### src/rtl/ms_pkg.sv
// Shared constants for the MEM stage; the load_op encodings are also used by the EX-stage decoder.
package ms_pkg;

    localparam int LOAD_OP_W = 3;

    localparam logic [LOAD_OP_W-1:0] LD_W  = 3'd0;
    localparam logic [LOAD_OP_W-1:0] LD_B  = 3'd1;
    localparam logic [LOAD_OP_W-1:0] LD_H  = 3'd2;
    localparam logic [LOAD_OP_W-1:0] LD_BU = 3'd3;
    localparam logic [LOAD_OP_W-1:0] LD_HU = 3'd4;

endpackage

### src/rtl/mem_stage_load_align.sv
// Combinational load aligner: picks the byte/half/word out of the read word and extends it.
import ms_pkg::*;

module load_align (
    input  logic [31:0]          rdata,
    input  logic [1:0]           addr,
    input  logic [LOAD_OP_W-1:0] load_op,
    output logic [31:0]          result
);

    logic [7:0]  w_byte;
    logic [15:0] w_half;

    always_comb begin
        w_byte = rdata[7:0];
        case (addr)
            2'd0:    w_byte = rdata[7:0];
            2'd1:    w_byte = rdata[15:8];
            2'd2:    w_byte = rdata[23:16];
            default: w_byte = rdata[31:24];
        endcase
        // addr[0] is ignored for halves; misaligned halves never reach this stage.
        w_half = addr[1] ? rdata[31:16] : rdata[15:0];
    end

    always_comb begin
        result = rdata;
        case (load_op)
            LD_B:    result = {{24{w_byte[7]}}, w_byte};
            LD_BU:   result = {24'd0, w_byte};
            LD_H:    result = {{16{w_half[15]}}, w_half};
            LD_HU:   result = {16'd0, w_half};
            default: result = rdata;
        endcase
    end

endmodule

### src/rtl/mem_stage.sv
// MEM pipeline stage: latches EX payload, buffers the SRAM read word, aligns loads, drives WB and ID bypass.
// Build option MS_LOAD_FWD_EN: when defined, load results are bypassed and ms_fwd_stall is tied to 0.
import ms_pkg::*;

module mem_stage (
    input  logic                 clk,
    input  logic                 resetn,
    input  logic                 es_to_ms_valid,
    output logic                 ms_allowin,
    input  logic [31:0]          es_pc,
    input  logic [31:0]          es_alu_result,
    input  logic                 es_res_from_mem,
    input  logic [LOAD_OP_W-1:0] es_load_op,
    input  logic                 es_gr_we,
    input  logic [4:0]           es_dest,
    input  logic [31:0]          data_sram_rdata,
    input  logic                 ws_allowin,
    output logic                 ms_to_ws_valid,
    output logic [31:0]          ms_pc,
    output logic [31:0]          ms_final_result,
    output logic                 ms_gr_we,
    output logic [4:0]           ms_dest,
    output logic                 ms_fwd_valid,
    output logic [4:0]           ms_fwd_dest,
    output logic [31:0]          ms_fwd_data,
    output logic                 ms_fwd_stall
);

    logic                 r_ms_valid;
    logic                 r_ms_first;
    logic [31:0]          r_pc;
    logic [31:0]          r_alu_result;
    logic                 r_res_from_mem;
    logic [LOAD_OP_W-1:0] r_load_op;
    logic                 r_gr_we;
    logic [4:0]           r_dest;
    logic [31:0]          r_rdata_buf;

    logic                 w_accept;
    logic [31:0]          w_rdata;
    logic [31:0]          w_load_result;

    // Handshake: a transfer happens on valid & allowin; MEM always completes in one cycle.
    assign ms_allowin     = !r_ms_valid | ws_allowin;
    assign ms_to_ws_valid = r_ms_valid;
    assign w_accept       = es_to_ms_valid & ms_allowin;

    always_ff @(posedge clk) begin
        if (!resetn) begin
            r_ms_valid     <= 1'b0;
            r_ms_first     <= 1'b0;
            r_pc           <= 32'd0;
            r_alu_result   <= 32'd0;
            r_res_from_mem <= 1'b0;
            r_load_op      <= '0;
            r_gr_we        <= 1'b0;
            r_dest         <= 5'd0;
            r_rdata_buf    <= 32'd0;
        end else begin
            if (ms_allowin) begin
                r_ms_valid <= es_to_ms_valid;
            end
            if (w_accept) begin
                r_pc           <= es_pc;
                r_alu_result   <= es_alu_result;
                r_res_from_mem <= es_res_from_mem;
                r_load_op      <= es_load_op;
                r_gr_we        <= es_gr_we;
                r_dest         <= es_dest;
            end
            r_ms_first <= w_accept;
            // SRAM data is only valid in the first MEM cycle; keep it for WB stalls.
            if (r_ms_first) begin
                r_rdata_buf <= data_sram_rdata;
            end
        end
    end

    assign w_rdata = r_ms_first ? data_sram_rdata : r_rdata_buf;

    load_align u_load_align (
        .rdata   (w_rdata),
        .addr    (r_alu_result[1:0]),
        .load_op (r_load_op),
        .result  (w_load_result)
    );

    assign ms_pc           = r_pc;
    assign ms_final_result = r_res_from_mem ? w_load_result : r_alu_result;
    assign ms_gr_we        = r_gr_we;
    assign ms_dest         = r_dest;

    assign ms_fwd_valid = r_ms_valid & r_gr_we & (r_dest != 5'd0);
    assign ms_fwd_dest  = r_dest;
    assign ms_fwd_data  = ms_final_result;

`ifdef MS_LOAD_FWD_EN
    assign ms_fwd_stall = 1'b0;
`else
    assign ms_fwd_stall = ms_fwd_valid & r_res_from_mem;
`endif

endmodule

### config.mk
export PLATFORM = sky130hd
export DESIGN_NAME = mem_stage
export DESIGN_NICKNAME = d
export VERILOG_FILES = /design/src/rtl/ms_pkg.sv /design/src/rtl/mem_stage_load_align.sv /design/src/rtl/mem_stage.sv
export SDC_FILE = /design/constraint.sdc
export NUM_CORES = 1
export LEC_CHECK = 0
export BUFFER_PORTS_ARGS = -buffer_cell sky130_fd_sc_hd__buf_2
export CAP_MARGIN = 40
export CORE_UTILIZATION = 52
export CTS_BUF_LIST = sky130_fd_sc_hd__clkbuf_16
export DETAILED_ROUTE_END_ITERATION = 8
export PLACE_DENSITY = 0.87
export SLEW_MARGIN = 15
export SYNTH_ARGS = -nofsm -noshare
export SYNTH_HDL_FRONTEND = slang
export SYNTH_SLANG_ARGS = --single-unit
### constraint.sdc
create_clock -name clk -period 4.2 [get_ports clk]
set_input_delay 0.42 -clock clk [delete_from_list [all_inputs] [get_ports clk]]
set_output_delay 0.42 -clock clk [all_outputs]
set_load 0.01 [all_outputs]
# ---- Yosys cells after proc, flatten, opt, wreduce, memory -nomap -nowiden
# Index checks and enable logic that the tools add are counted.
dict set report totals {
  reg_bits 108
  input_bits 110
  elab_cells 28
}
dict set report classes {
  eq_ne 6
  mux 5
  n_bitwise 5
  reduce_logical 3
}
# cell n
set ops {}
lappend ops {{one-hot mux 32 bit (4 select lines)} 1}
lappend ops {{2-to-1 mux 32 bit} 2}
lappend ops {{one-hot mux 8 bit (3 select lines)} 1}
lappend ops {{2-to-1 mux 16 bit} 1}
lappend ops {{== test 3 x 2 -> 1 bit, second input constant} 2}
lappend ops {{nonzero test 5 bit} 1}
lappend ops {{AND 1 bit} 4}
lappend ops {{== test 3 x 1 -> 1 bit, second input constant} 1}
lappend ops {{== test 3 bit, second input constant} 1}
lappend ops {{== test 2 x 1 -> 1 bit, second input constant} 1}
lappend ops {{== test 2 bit, second input constant} 1}
lappend ops {{zero test 2 bit} 1}
lappend ops {{zero test 1 bit} 1}
lappend ops {{OR 1 bit} 1}

# ---- Logic depth before layout (Yosys ltp)
# Gate-level depths: netlist (run 1).
dict set report depth {
  word_depth 4
  ltp_mapped 8
  depth_no_buf 4
}

# ---- Hierarchy
# Synthesis (run 1) repeated with hierarchy kept, for this count alone.
dict set report unflattened {
  hier_cells 668
  area_unflattened_um2 6154.7
}
# mod n_inst cells_each area_per_inst_um2 seq_area_each_um2
set by_module_without_submodules {}
lappend by_module_without_submodules {mem_stage 1 509 4944.7 2162.1}
lappend by_module_without_submodules {load_align 1 159 1209.9 0.0}

# ---- Worst setup path after synthesis (run 1)
# No wires, ideal clock.
dict set report synth_timing {
  path_type {register to output}
  from {register r_ms_first}
  to {output ms_fwd_data[21]}
  t_arrival_ps 1792
  slack_ps 1988
  path_stages_with_launch 8
  n_path_buf 3
  path_cell_list {dfxtp_1 buf_6 mux2i_2 a2111oi_4 nand2_2 buf_2 a41oi_1 buf_4}
}
dict set report synth_via {
  elab_chain_cells 4
}
# element line_no
set synth_lines {}
lappend synth_lines {{start: declaration} mem_stage.sv:30} ;# logic r_ms_first;
lappend synth_lines {{start signal: assignment} mem_stage.sv:71} ;# r_ms_first <= w_accept;
lappend synth_lines {{2-to-1 mux 32 bit *} --}
lappend synth_lines {{one-hot mux 8 bit (3 select lines) or 2-to-1 mux 16 bit (tied branches)} {mem_stage_load_align.sv:16, mem_stage_load_align.sv:23}}
lappend synth_lines {{one-hot mux 32 bit (4 select lines) *} mem_stage_load_align.sv:28} ;# case (load_op)
lappend synth_lines {{2-to-1 mux 32 bit *} mem_stage.sv:89} ;# assign ms_final_result = r_res_from_mem ? w_load_result : r_alu_result;
lappend synth_lines {{end: declaration} mem_stage.sv:25} ;# output logic [31:0] ms_fwd_data,
# Mark *: on every way between the ends. The rest lies on a longest branch, timed or not.

# ---- Final worst setup path (run 1)
dict set report layout_timing {
  from {register r_ms_first}
  to {output ms_fwd_data[1]}
}
# The elaborated chain is that of the path after synthesis.

==> impl_metrics.json, run 1 <==
{
  "outcome": "finished, final reports clean",
  "start_kind": "flop",
  "rr_startpoint": "ms_to_ws_valid",
  "synth_cell_types": 44,
  "worst_pin_slew_ns": 0.8060,
  "clk_latency_ns": 0.35,
  "ios": 221,
  "worstHoldPathType": "input pin to flop",
  "first_pass_iters": 5,
  "synthAdderAreaFrac": 0,
  "leakage_nw": 3.000,
  "ff2ff_path_depth": 5,
  "antenna_cells": 0,
  "yosysWarnings": 0,
  "hp-start": "es_pc[2]",
  "worstHoldPathCells": 3,
  "peakVddDrop_uv": 209.3,
  "worstReg2RegEnd": "ms_pc[18]",
  "synth_flop_cell": "dfxtp_1",
  "cp.arrival_ns": 2.72,
  "routabilityCongestion": 0.9305,
  "postCtsSetupBuffers": 0,
  "drc": 0,
  "wl_met1_mm": 6.114,
  "power.density_nw_per_um2": 372.8,
  "cts_buffers": 9,
  "finalWirelength_mm": 14.86,
  "cts_tree": "yes",
  "cts_resized": 0,
  "rsz0062_at_grt": "false",
  "grt_max_degree": 67,
  "setup_tns_ns": 0,
  "die-area_um2": 10830,
  "dp.cells": 926,
  "dr.first_iter.drc_count": 290,
  "synth_compound_area_frac": 0.2107,
  "drive_gt1_frac": 0.3432,
  "io_buffer_count": 220,
  "synth_seq_cells": 108,
  "final_nets": 915,
  "cp.required_ns": 3.78,
  "synth_nets": 762,
  "route.antenna.remaining_nets": 0,
  "vias": 5001,
  "hold-worst-slack_ns": 0.3105,
  "core_um2": 9955,
  "fin_crit_sh": 0.7468,
  "fin_skew_ns": 0.008308,
  "synth-simple-area-share": 0.2086,
  "initial_core_util": 0.5441,
  "top_layer_used": "met5",
  "critPathMaxFanout": 19,
  "hold_viol_final": 0,
  "syn_to_final_growth_pct": 21.34,
  "grt_overflow": 0,
  "syn-cell-area_um2": 5416,
  "timing.fmax_mhz": 318.8,
  "hold_buffers": 0,
  "grt_pass1_vias": 4850,
  "wl_per_cell_um": 15.76,
  "startpoint": "r_ms_first",
  "clock-root-buffer": "clkbuf_16",
  "slew_viol_final": 0,
  "grt_pass1_wl_mm": 23.82,
  "path_class": "flop to output port",
  "wl_met3_mm": 1.383,
  "path_clk_slew_ns": 0.07,
  "endpoint": "ms_fwd_data[1]",
  "crit_path_end_kind": "output port",
  "vias_per_cell": 5.303,
  "seq_area_frac_synth": 0.3992,
  "rrSetupSlack_ns": 2.25,
  "dieHeight_um": 104.1,
  "antenna_found_initial": 1,
  "dp_hpwl_mm": 10.99,
  "track_usage": 0.2756,
  "cap_violations": 0,
  "ys_async_sr_fraction": 0,
  "min_period_ns": 3.137,
  "synthCells": 652,
  "synth_top_family_by_area": "compound AO/OA/AOI/OAI gates",
  "setup_viol_count_final": 0,
  "slew_headroom": 0.4607,
  "rows": 36,
  "synthMuxAreaShare": 0.06884,
  "htreeDepth": 3,
  "avgSynthCellArea_um2": 8.307,
  "total_power_mw": 2.450,
  "wl_met2_mm": 6.860,
  "clock_path_buffers": 2,
  "finalNonFillerCells": 943,
  "die_w_um": 104.1,
  "synth_edf_count": 0,
  "synth-xor-area-share": 0.004620,
  "cts_num_sinks": 108
}
synthesized netlist by cell type (7+ instances only):
| master | count | area, um^2 |
|---|---|---|
| buf_2 | 8 | 40.04 |
| o32a_1 | 7 | 70.07 |
| nand2_1 | 173 | 649.4 |
| nor2_1 | 35 | 131.4 |
| mux2_2 | 7 | 78.83 |
| inv_1 | 17 | 63.81 |
| clkbuf_1 | 35 | 131.4 |
| and2_1 | 14 | 87.58 |
| o221a_2 | 7 | 78.83 |
| o22ai_1 | 8 | 50.05 |
| dfxtp_1 | 108 | 2162 |
| mux2i_1 | 19 | 190.2 |
| buf_4 | 40 | 300.3 |
| a41oi_1 | 17 | 148.9 |
| nor2b_1 | 21 | 131.4 |
| a21boi_0 | 76 | 570.6 |
flip-flops by register name, indices dropped and copies added (netlist names):
name,cells
ms_pc,32
r_res_from_mem,1
r_load_op,3
ms_dest,5
r_ms_first,1
r_alu_result,32
r_rdata_buf,32
ms_to_ws_valid,1
ms_gr_we,1
worst min path at each step:
stage / end / slack [ns]
floorplan: r_alu_result[10] / 0.44
global placement: ms_pc[13] / 0.45
detailed placement: ms_pc[29] / 0.45
CTS: ms_pc[10] / 0.31
global route: ms_pc[6] / 0.31
finish: ms_pc[2] / 0.31
layout make-up:
cell class,instances,area (um^2)
well taps,133,166.4
fillers,895,3382
flip-flops and latches,108,2165
clock inverters,7,75.07
clock buffers,9,225.2
repair buffers,230,1205
inverters,17,63.81
multi-input cells,439,2673
cells in the final DEF, fill, tap and decap left out, drive strengths merged, types with 13 or more instances in the layout:
cell / instances
nand2: 174
a41oi: 17
inv: 18
and2: 14
mux2i: 20
nor2: 35
buf: 230
dfxtp: 108
nor2b: 21
a21boi: 76
mux2: 13
logic make-up after synthesis:
group	count (synthesis)
XOR/XNOR	2
buffers and inverters	105
AND/OR/NAND/NOR	263
flip-flops	108
multiplexers	33
AO/OA/AOI/OAI	141
where the power goes:
group          internal [mW]  switching [mW]  total (mW)  leakage [nW]
Clock                  0.465           0.393       0.857         0.140
Sequential              1.08          0.0468        1.13         0.888
Combinational          0.203           0.262       0.465          1.97
critical path, cell delays in order, from the launching register on:
cell and delay (ns):
dfxtp_2 0.62, buf_4 0.39, mux2i_1 0.46, mux2_2 0.23, o221ai_1 0.14, a211o_1 0.37
buf_2 0.15
per-layer routing:
metal	vias up	GRT usage
li1	2467	-
met3	38	0.07832
met5	-	0
met4	2	0.1235
met2	249	0.4486
met1	2245	0.3379
per-stage QoR:
step	utilization	instance area, um^2	worst slack (ns)
finish	0.6603	6573	1.063
CTS	0.6582	6553	1.083
floorplan	-	5416	1.988
global route	0.6603	6573	0.9818
global placement	0.6249	6221	1.297
detailed placement	0.6281	6252	1.458
Power figures use the tool's default switching activity.
==> run 2: changes to the inputs <==
--- a/config.mk
+++ b/config.mk
@@ -7,10 +7,10 @@
 export LEC_CHECK = 0
 export BUFFER_PORTS_ARGS = -buffer_cell sky130_fd_sc_hd__buf_2
 export CAP_MARGIN = 40
-export CORE_UTILIZATION = 52
+export CORE_UTILIZATION = 49
 export CTS_BUF_LIST = sky130_fd_sc_hd__clkbuf_16
 export DETAILED_ROUTE_END_ITERATION = 8
-export PLACE_DENSITY = 0.87
+export PLACE_DENSITY = 0.83
 export SLEW_MARGIN = 15
 export SYNTH_ARGS = -nofsm -noshare
 export SYNTH_HDL_FRONTEND = slang
==> constraint.sdc (replaced) <==
create_clock -name clk -period 3.3 [get_ports clk]
set_input_delay 0.33 -clock clk [delete_from_list [all_inputs] [get_ports clk]]
set_output_delay 0.33 -clock clk [all_outputs]
set_load 0.01 [all_outputs]
==> run 2 against run 1 <==
  * Combinational power increased by 28%
  * Global-route usage decreased by 2.4 points
  * Clock power increased by 26%
  * Non-clock buffer count increased by 2
  * Final area increased by 0.17%
  * Via count increased by 0.48%
  * The flow now finishes with violations (design-rule violations)
  * Critical path type unchanged
  * Sequential cell count unchanged
  * Final cell count increased by 1.2%
  * Clock skew increased by 0.0019 ns
  * Total power increased by 27%
  * Highest routed layer unchanged
  * Register-to-register slack got worse by 0.85 ns
==> impl_metrics.json, run 2 (synthesis gave the netlist of run 1 again) <==
{
  "outcome": "finished, violations left",
  "violations": "design-rule violations",
  "power.density_nw_per_um2": 471.3,
  "rows": 38,
  "pwr-share-clk": 0.347,
  "grt_max_degree": 44,
  "hold_buffers": 0,
  "rsz0062_at_grt": "false",
  "cts_buffers": 9,
  "slew_headroom": 0.4945,
  "die_w_um": 107.1,
  "cts_resized": 0,
  "worst_pin_slew_ns": 0.7583,
  "path_class": "flop to output port",
  "internal_power_mw": 2.227,
  "route.antenna.remaining_nets": 0,
  "final_nets": 917,
  "critPathMaxFanout": 13,
  "cts_tree": "yes",
  "seqPwrFrac": 0.460,
  "wl_per_cell_um": 15.25,
  "finalWirelength_mm": 14.55,
  "seqCellArea_um2": 2165,
  "pwr-share-comb": 0.192,
  "setup_tns_ns": 0,
  "worstHoldPathType": "input pin to flop",
  "num-fill-cells": 990,
  "clock-root-buffer": "clkbuf_16",
  "start_kind": "flop",
  "grt_pass1_wl_mm": 22.72,
  "final_common_cell": "buf_2",
  "multi_input_area_um2": 2673,
  "dieHeight_um": 107.1,
  "dpl-instance-area_um2": 6280,
  "setup_viol_count_final": 0,
  "slew_viol_final": 0,
  "final_cell_mix": "buf_2, nand2_1, dfxtp_1, a21boi_0, nor2_1",
  "vias_per_cell": 5.267,
  "fin_crit_sh": 0.8473,
  "postCtsSetupBuffers": 0,
  "io_buffer_count": 220,
  "sw_frac_of_total": 0.2823,
  "crit_path_end_kind": "output port",
  "core_um2": 10790,
  "fin_skew_ns": 0.01019,
  "dr.first_iter.drc_count": 303,
  "grt_overflow": 0,
  "leakage_nw": 3.013,
  "routabilityCongestion": 0.9335,
  "drive_gt1_frac": 0.3448,
  "die-area_um2": 11480,
  "cts_num_sinks": 108,
  "cp.required_ns": 2.97,
  "drc": 2,
  "min_period_ns": 2.796,
  "vias": 5025,
  "clock_path_buffers": 2,
  "syn_to_final_growth_pct": 21.55,
  "p_switching_mw": 0.8759,
  "ios": 221,
  "finalNonFillerCells": 954,
  "cap_violations": 0,
  "grt_pass1_vias": 4635,
  "dp_hpwl_mm": 10.71,
  "path_clk_slew_ns": 0.08,
  "timing.fmax_mhz": 357.6,
  "cp.arrival_ns": 2.47,
  "peakVddDrop_uv": 288.2,
  "initial_core_util": 0.5019,
  "track_usage": 0.2511,
  "antenna_found_initial": 1,
  "htreeDepth": 3,
  "clk_latency_ns": 0.34,
  "first_pass_iters": 8,
  "fin_area_um2": 6584,
  "dp.cells": 936,
  "hold_viol_final": 0
}
## run 2: final cells by class
type | count | share of cell area
clock buffers | 9 | 0.03421
repair buffers | 232 | 0.1828
clock inverters | 7 | 0.01121
inverters | 17 | 0.009692
flip-flops and latches | 108 | 0.3288
well taps | 140 | 0.02661
multi-input cells | 439 | 0.4059
diodes | 2 | 0.0007602
## run 2: critical path, stage by stage, from the launching register on
cell and delay, ns:
dfxtp_1 0.59, nor4bb_1 0.37, buf_4 0.22, o21bai_1 0.31, o221a_2 0.31, o22ai_1 0.13
buf_2 0.17
## run 2: final timing paths
kind	startpoint	to	slack, ns	cells after the start
setup / recovery	r_alu_result[1]	ms_final_result[13]	0.50	6
setup reg to reg	ms_to_ws_valid	ms_pc[30]	1.40	5
hold / removal	es_pc[29]	ms_pc[29]	0.23	3
hold reg to reg	r_alu_result[14]	r_alu_result[14]	0.46	2
## run 2: power groups by stage
stage	Sequential, mW	Combinational [mW]	Clock, mW
after global placement	1.45	0.590	0
after floorplan	1.45	0.411	0
after global routing	1.44	0.655	1.15
final	1.43	0.597	1.08
after detailed placement	1.46	0.594	0
after CTS	1.43	0.598	1.10
## run 2: layer usage
layer | vias up | global-route usage | wire length [um]
li1 | 2471 | - | -
met1 | 2301 | 0.3087 | 6102
met2 | 221 | 0.4212 | 6830
met3 | 30 | 0.07234 | 1283
met4 | 2 | 0.08023 | 319
met5 | - | 0 | 10
## run 2: through the flow
stage	util	worst slack (ns)	power, mW	hold slack (ns)
floorplan	-	1.178	1.858	0.4434
global placement	0.5818	0.9262	2.044	0.4479
detailed placement	0.5818	0.8907	2.051	0.4540
CTS	0.6096	0.5341	3.128	0.2208
global route	0.6096	0.3950	3.241	0.2238
finish	0.6100	0.5039	3.103	0.2275
==> run 3: changes to the inputs <==
--- a/config.mk
+++ b/config.mk
@@ -7,10 +7,10 @@
 export LEC_CHECK = 0
 export BUFFER_PORTS_ARGS = -buffer_cell sky130_fd_sc_hd__buf_2
 export CAP_MARGIN = 40
-export CORE_UTILIZATION = 49
+export CORE_UTILIZATION = 44
 export CTS_BUF_LIST = sky130_fd_sc_hd__clkbuf_16
 export DETAILED_ROUTE_END_ITERATION = 8
-export PLACE_DENSITY = 0.83
+export PLACE_DENSITY = 0.79
 export SLEW_MARGIN = 15
 export SYNTH_ARGS = -nofsm -noshare
 export SYNTH_HDL_FRONTEND = slang
==> constraint.sdc (replaced) <==
create_clock -name clk -period 2.3 [get_ports clk]
set_input_delay 0.23 -clock clk [delete_from_list [all_inputs] [get_ports clk]]
set_output_delay 0.23 -clock clk [all_outputs]
set_load 0.01 [all_outputs]
==> run 3 against run 2 <==
  * The flow finishes with violations (negative setup slack)
  * Non-clock buffer count up 27
  * Routed wire length up 13%
  * Final cell count rose by 3.5%
  * Clock power rose by 41%
  * Critical endpoint is now ms_fwd_data[28]
==> impl_metrics.json, run 3 (synthesis gave the netlist of run 1 again) <==
{
  "outcome": "finished, violations left",
  "violations": "negative setup slack",
  "fin_crit_sh": 1.032,
  "dpl-instance-area_um2": 6426,
  "grt_max_degree": 90,
  "routabilityCongestion": 0.8670,
  "final_nets": 945,
  "cp.required_ns": 2.07,
  "antenna_cells": 0,
  "wl_per_cell_um": 16.62,
  "path_class": "flop to output port",
  "track_usage": 0.2506,
  "grt_pass1_vias": 4812,
  "first_pass_iters": 5,
  "slew_viol_final": 0,
  "route.antenna.remaining_nets": 0,
  "finalWirelength_mm": 16.41,
  "worst_pin_slew_ns": 0.4580,
  "rows": 40,
  "cp.arrival_ns": 2.14,
  "crit_path_end_kind": "output port",
  "grt_pass1_wl_mm": 24.84,
  "final_cell_mix": "buf_2, nand2_1, dfxtp_1, a21boi_0, nor2_1",
  "cpLargestDelayFamily": "buffers and inverters",
  "critical_path_buf_inv_count": 4,
  "cts_num_sinks": 108,
  "finalNonFillerCells": 987,
  "dp.cells": 953,
  "crit_path_cell_trace": "buf_12, mux2i_4, o22ai_2, o211ai_2, buf_6, buf_8, a41oi_2, buf_2",
  "vias": 5248,
  "dp_hpwl_mm": 11.10,
  "io_buffer_count": 220,
  "worstHoldPathType": "input pin to flop",
  "power.density_nw_per_um2": 622.6,
  "fin_skew_ns": 0.006344,
  "core_um2": 12010,
  "leakage_nw": 3.323,
  "hold_buffers": 0,
  "slew_headroom": 0.6946,
  "cts_buffers": 9,
  "dr.first_iter.drc_count": 291,
  "die_w_um": 113.0,
  "grt_overflow": 0,
  "antenna_found_initial": 1,
  "critPathMaxFanout": 6,
  "fin_area_um2": 7477,
  "cts_tree": "yes",
  "total_power_mw": 4.655,
  "vias_per_cell": 5.317,
  "critPathMaxStageDelay_ns": 0.48,
  "slowest_stage": "dfxtp_4",
  "setup_viol_count_final": 62,
  "cap_violations": 0,
  "timing.fmax_mhz": 421.3,
  "clock_path_buffers": 2,
  "setup_ws_ns": -0.07383,
  "num-fill-cells": 1035,
  "final_common_cell": "buf_2",
  "min_period_ns": 2.374,
  "path_clk_slew_ns": 0.07,
  "start_kind": "flop",
  "drc": 0,
  "ios": 221,
  "dieHeight_um": 113.0,
  "clock-root-buffer": "clkbuf_16",
  "rsz0062_at_grt": "true",
  "die-area_um2": 12760,
  "syn_to_final_growth_pct": 38.05,
  "clk_latency_ns": 0.35,
  "htreeDepth": 3,
  "utilization": 0.6225,
  "peakVddDrop_uv": 565.2,
  "drive_gt1_frac": 0.4214,
  "initial_core_util": 0.4509,
  "hold_viol_final": 0
}
[run 3: cell types whose count changed in the layout (fill, tap and decap cells not counted), sizes merged]
cell | before | now
nand2 | 174 | 175
clkinv | 4 | 3
diode | 2 | 0
inv | 19 | 20
clkbuf | 9 | 10
buf | 232 | 258
[run 3: worst paths after layout]
check             cells after the start  slack, ns          endpoint           start
hold reg to reg                       2       0.46         ms_pc[19]       ms_pc[19]
setup reg to reg                      5       0.73  r_alu_result[19]  ms_to_ws_valid
setup / recovery                      8      -0.07   ms_fwd_data[28]      r_ms_first
hold / removal                        3       0.12        ms_dest[3]      es_dest[3]
[run 3: cell type report]
| class | instances | area [um^2] | area share |
|---|---|---|---|
| clock inverters | 7 | 58.81 | 0.007865 |
| well taps | 147 | 183.9 | 0.02460 |
| inverters | 17 | 63.81 | 0.008534 |
| clock buffers | 9 | 225.2 | 0.03012 |
| multi-input cells | 440 | 3147 | 0.4209 |
| repair buffers | 259 | 1627 | 0.2175 |
| flip-flops and latches | 108 | 2172 | 0.2905 |
[run 3: timing repair]
action	CTS	global route
resized for setup	57	47
cloned	5	1
hold endpoints to repair	0	0
pin swaps	19	15
setup buffers	8	4
setup endpoints to repair	64	64
[run 3: routing by layer]
layer / wire (um) / track usage / vias to the layer above
met2: 7865 / 0.4136 / 236
met1: 6832 / 0.3107 / 2455
met4: 326 / 0.08596 / 2
met3: 1369 / 0.07766 / 32
met5: 13 / 0 / -
li1: - / - / 2523
[run 3: worst register-to-register path: stages, from the launching register on]
cell and delay [ns]:
dfxtp_1 0.33, nand2b_1 0.18, and2_2 0.48, buf_12 0.24, nand2_1 0.11, a21boi_0 0.16
[run 3: metrics by stage]
step	hold WS (ns)	worst slack [ns]	setup TNS (ns)
2_1_floorplan	0.3689	0.2775	0
3_3_place_gp	0.4459	0.1460	0
3_5_place_dp	0.4527	0.1340	0
4_1_cts	0.1084	-0.03600	-0.9830
5_1_grt	0.1128	-0.1396	-7.074
6_report	0.1196	-0.07383	-3.043
[run 3: report_power, final]
group / switching, mW / internal, mW
registers: 0.0765 / 1.98
clock network: 0.687 / 0.832
logic: 0.580 / 0.504
